$ cat src/rtl/i2s_audio_tx.sv
// I2S transmitter: double-buffered 16-bit stereo pairs serialized onto bclk/lrclk/sdata.
// The frame boundary doubles as the upstream sample-rate strobe (frame_tick).
module i2s_audio_tx #(
   parameter int BCLK_DIV = 4
) (
   input  logic        clk,
   input  logic        reset,
   input  logic [15:0] left_in,
   input  logic [15:0] right_in,
   input  logic        sample_valid,
   output logic        sample_ready,
   output logic        bclk,
   output logic        lrclk,
   output logic        sdata,
   output logic        frame_tick,
   output logic        underrun
);

   localparam int DIV_W = (BCLK_DIV > 1) ? $clog2(BCLK_DIV) : 1;
   localparam logic [DIV_W-1:0] DIV_LAST = DIV_W'(BCLK_DIV - 1);

   logic [DIV_W-1:0] div_cnt;
   logic [4:0]       slot;
   logic [4:0]       slot_next;
   logic [31:0]      shift_reg;
   logic [15:0]      hold_l;
   logic [15:0]      hold_r;
   logic             hold_full;
   logic             div_tc;
   logic             fall_evt;
   logic             boundary;
   logic             accept;

   assign div_tc       = (div_cnt == DIV_LAST);
   assign fall_evt     = div_tc & bclk;
   assign slot_next    = slot + 5'd1;
   assign boundary     = fall_evt & (slot_next == 5'd0);
   assign accept       = sample_valid & ~hold_full;
   assign sample_ready = ~hold_full;

   always_ff @(posedge clk) begin
      if (reset) begin
         div_cnt    <= '0;
         bclk       <= 1'b0;
         slot       <= 5'd31;
         lrclk      <= 1'b0;
         sdata      <= 1'b0;
         shift_reg  <= '0;
         hold_l     <= '0;
         hold_r     <= '0;
         hold_full  <= 1'b0;
         frame_tick <= 1'b0;
         underrun   <= 1'b0;
      end else begin
         frame_tick <= boundary;
         underrun   <= boundary & ~hold_full;
         div_cnt    <= div_tc ? '0 : div_cnt + DIV_W'(1);
         if (div_tc) begin
            bclk <= ~bclk;
         end
         // sdata takes the shifter MSB one slot late; at the boundary that is
         // the previous frame's R[0], giving the one-BCLK I2S delay.
         if (fall_evt) begin
            slot  <= slot_next;
            lrclk <= slot_next[4];
            sdata <= shift_reg[31];
            if (boundary) begin
               shift_reg <= hold_full ? {hold_l, hold_r} : 32'h0;
            end else begin
               shift_reg <= {shift_reg[30:0], 1'b0};
            end
         end
         // Accept and transfer are exclusive: accept needs hold empty, transfer clears a full hold.
         if (accept) begin
            hold_l    <= left_in;
            hold_r    <= right_in;
            hold_full <= 1'b1;
         end else if (boundary) begin
            hold_full <= 1'b0;
         end
      end
   end

endmodule

$ cat config.mk
export PLATFORM = sky130hd
export DESIGN_NAME = i2s_audio_tx
export DESIGN_NICKNAME = d
export VERILOG_FILES = /design/src/rtl/i2s_audio_tx.sv
export SDC_FILE = /design/constraint.sdc
export NUM_CORES = 1
export LEC_CHECK = 0
export BUFFER_PORTS_ARGS = -buffer_cell sky130_fd_sc_hd__buf_2
export CAP_MARGIN = 15
export CORE_MARGIN = 2
export CORE_UTILIZATION = 50
export CTS_CLUSTER_DIAMETER = 80
export DETAILED_ROUTE_END_ITERATION = 7
export PLACE_DENSITY_LB_ADDON = 0.12
export SLEW_MARGIN = 10
export SYNTH_ARGS = -nofsm -noshare
export SYNTH_HDL_FRONTEND = slang
export SYNTH_SLANG_ARGS = --single-unit
$ cat constraint.sdc
create_clock -name clk -period 2.3 [get_ports clk]
set_input_delay 0.115 -clock clk [delete_from_list [all_inputs] [get_ports clk]]
set_output_delay 0.115 -clock clk [all_outputs]
set_load 0.05 [all_outputs]
==> impl_metrics.json <==
{
  "nNetsFinal": 418,
  "cts_buffers": 9,
  "fmax_mhz": 476.1,
  "ant_nets": 0,
  "period_share_pct": 91.32,
  "ctsLongestPathBuffers": 2,
  "via_per_inst": 5.296,
  "worst_slack_ns": 0.1998,
  "syn_avg_cell_area_um2": 9.104,
  "power_density_nw_per_um2": 693.7,
  "fp.dieArea_um2": 6702,
  "synth.yosys.seq_area_share_pct": 50.85,
  "worstPathArrival_ns": 2.38,
  "reg2reg_slack_ns": 0.20,
  "path_delay_family": "simple AND/OR/NAND/NOR gates",
  "synth.distinct_cells": 32,
  "io_pins": 41,
  "grt_pass1_wl_mm": 10.13,
  "core_um2": 5886,
  "synth_ff_type": "dfxtp_1",
  "clk_pin_slew_worst_paths_ns": 0.08,
  "ys_warn_count": 0,
  "hold_ws_ns": 0.003853,
  "row_count": 28,
  "grt_pass1_vias": 2197,
  "outcome": "finished clean",
  "cts_tree": "yes",
  "start_kind": "flop",
  "fin_worst_skew_ns": 0.006501,
  "drt_pass1_iterations": 4,
  "vias": 2431,
  "port_buffers": 40,
  "drc_errors": 0,
  "overflow": 0,
  "synth_seq_cells": 77,
  "dieWidth_um": 81.87,
  "largest_reg_flops": 32,
  "antennaDiodeCount": 0,
  "swShare_pct": 24.23,
  "cts_root_buffer": "clkbuf_8",
  "path_cells": "ha_1 -> or3b_1 -> a21oi_2 -> o211ai_4 -> nor4_4 -> buf_4 -> a221o_1",
  "worst_pin_slew_ns": 0.6171,
  "hold_depth": 3,
  "synth_area_leaders": "dfxtp_1 (51%), nand2_1 (9.0%), and2_1 (6.6%)",
  "p_int_mw": 1.872,
  "p_comb_share_pct": 8.2,
  "cp_num_buf_inv": 1,
  "worstSetupPathType": "reg2reg",
  "syn_area_um2": 3032,
  "wl_mm": 6.147,
  "setup-tns-final_ns": 0,
  "place.gp.congestion": 0.7465,
  "drive_above_1_share_pct": 17.97,
  "antenna_found_initial": 0,
  "synth_common_cells": "dfxtp_1 (77), nand2_1 (73), a21oi_1 (35)",
  "synth_top_area_share_pct": 50.85,
  "crit_path_end_kind": "flop",
  "max-cap-violations": 0,
  "drt_iter0_drc": 152,
  "slowest_stage": "or3b_1",
  "critPathRequiredTime_ns": 2.58,
  "p_clk_share_pct": 35.1,
  "period_minus_slack_ns": 2.100,
  "dp_hpwl_mm": 3.813,
  "wl_per_cell_um": 13.39,
  "synth_nets": 371,
  "p_switching_mw": 0.5985,
  "setup_viol": 0,
  "rsz0062_at_grt": "no",
  "critPathMaxStageDelay_ns": 0.38,
  "track_usage_pct": 19.85,
  "reg2regPathDepth": 7,
  "hp-class": "in2reg",
  "htreeDepth": 3,
  "synth_edf_count": 0,
  "hold_violations": 0,
  "power.leakage_nw": 1.391,
  "pre_cts_slack_ns": 0.2109,
  "clk_latency_ns": 0.34,
  "async_reset_ff_share_pct": 0,
  "initial_utilization_pct": 51.51,
  "synthCells": 333,
  "synth_most_common_cell": "dfxtp_1",
  "vdd.ir_drop.worst_mv": 0.4156,
  "pwr-share-seq_pct": 56.7,
  "synth_largest_area_cell": "dfxtp_1",
  "grt_max_degree": 54,
  "fp.dieH_um": 81.87,
  "area_growth_pct": 17.46,
  "cts_sinks": 77,
  "critical_path_cell_count": 7,
  "path_max_fanout": 19,
  "slew_headroom_pct": 58.70,
  "report.final.slew_viol_count": 0
}
[logic make-up (layout without fill, tap and decap cells)]
| group | Yosys count | count (layout) | share of synthesized area, % |
|---|---|---|---|
| AO/OA/AOI/OAI | 93 | 93 | 21.21 |
| flip-flops | 77 | 77 | 50.85 |
| XOR/XNOR | 5 | 5 | 1.445 |
| AND/OR/NAND/NOR | 128 | 128 | 21.13 |
| adder cells (fa/ha/maj) | 3 | 3 | 1.238 |
| buffers and inverters | 27 | 78 | 4.127 |
[through the flow]
step	total power, mW	util [%]	area, um^2	instances
after floorplan	1.550	-	3032	333
after global placement	1.617	55.76	3282	432
after detailed placement	1.621	55.76	3282	432
after CTS	2.488	60.50	3561	459
after global routing	2.578	60.50	3561	459
final	2.470	60.50	3561	459
[what timing repair did]
action                    CTS  global route
resized for setup           0             0
hold buffers               12             0
buffers inserted            0             0
hold endpoints to repair   12             0
[power groups by stage]
stage	Combinational, mW	Clock, mW	Sequential (mW)
6_report	0.202	0.867	1.40
5_1_grt	0.229	0.943	1.41
4_1_cts	0.204	0.882	1.40
3_5_place_dp	0.188	0	1.43
3_3_place_gp	0.186	0	1.43
2_1_floorplan	0.121	0	1.43
[cells in the final DEF, fill, tap and decap left out, types with 4 or more instances in the layout]
| cell type | netlist | routed |
|---|---|---|
| clkbuf_8 | 0 | 10 |
| o2bb2ai_1 | 21 | 21 |
| a221o_1 | 10 | 10 |
| a21oi_1 | 35 | 35 |
| buf_2 | 1 | 40 |
| nand2_1 | 73 | 73 |
| buf_4 | 0 | 10 |
| and2_1 | 32 | 32 |
| nor3_1 | 4 | 4 |
| dfxtp_1 | 77 | 77 |
| a31oi_1 | 21 | 21 |
| dlygate4sd3_1 | 0 | 12 |
[worst min-delay path, stage by stage]
cell	delay (ns)
buf_2	0.09
nand2_1	0.04
a21oi_1	0.05
[area by class of cell]
| type | count | area, um^2 |
|---|---|---|
| Timing Repair Buffer | 62 | 395.4 |
| Clock inverter | 2 | 10.01 |
| Fill cell | 536 | 2325 |
| Clock buffer | 13 | 148.9 |
| Multi-Input combinational cell | 229 | 1368 |
| Inverter | 1 | 3.754 |
| Sequential cell | 77 | 1541 |
| Tap cell | 75 | 93.84 |
[layer usage]
layer	vias up	track usage (%)	part of all wire, %	routed length, um
met3	7	5.165	3.6	222
li1	1259	-	-	-
met4	0	7.500	1.3	81
met5	-	0	0	0
met2	40	30.89	45	2762
met1	1125	26.38	50	3080
[worst paths after layout]
kind	start	to
hold / removal	right_in[3]	hold_r[3]$_SDFFE_PP0P_
hold reg to reg	div_cnt[0]$_SDFF_PP0_	div_cnt[0]$_SDFF_PP0_
setup reg to reg	slot[0]$_SDFFE_PP1P_	shift_reg[17]$_SDFFE_PP0P_
setup / recovery	slot[0]$_SDFFE_PP1P_	shift_reg[17]$_SDFFE_PP0P_
No activity file was read; power rests on OpenSTA's default activity.
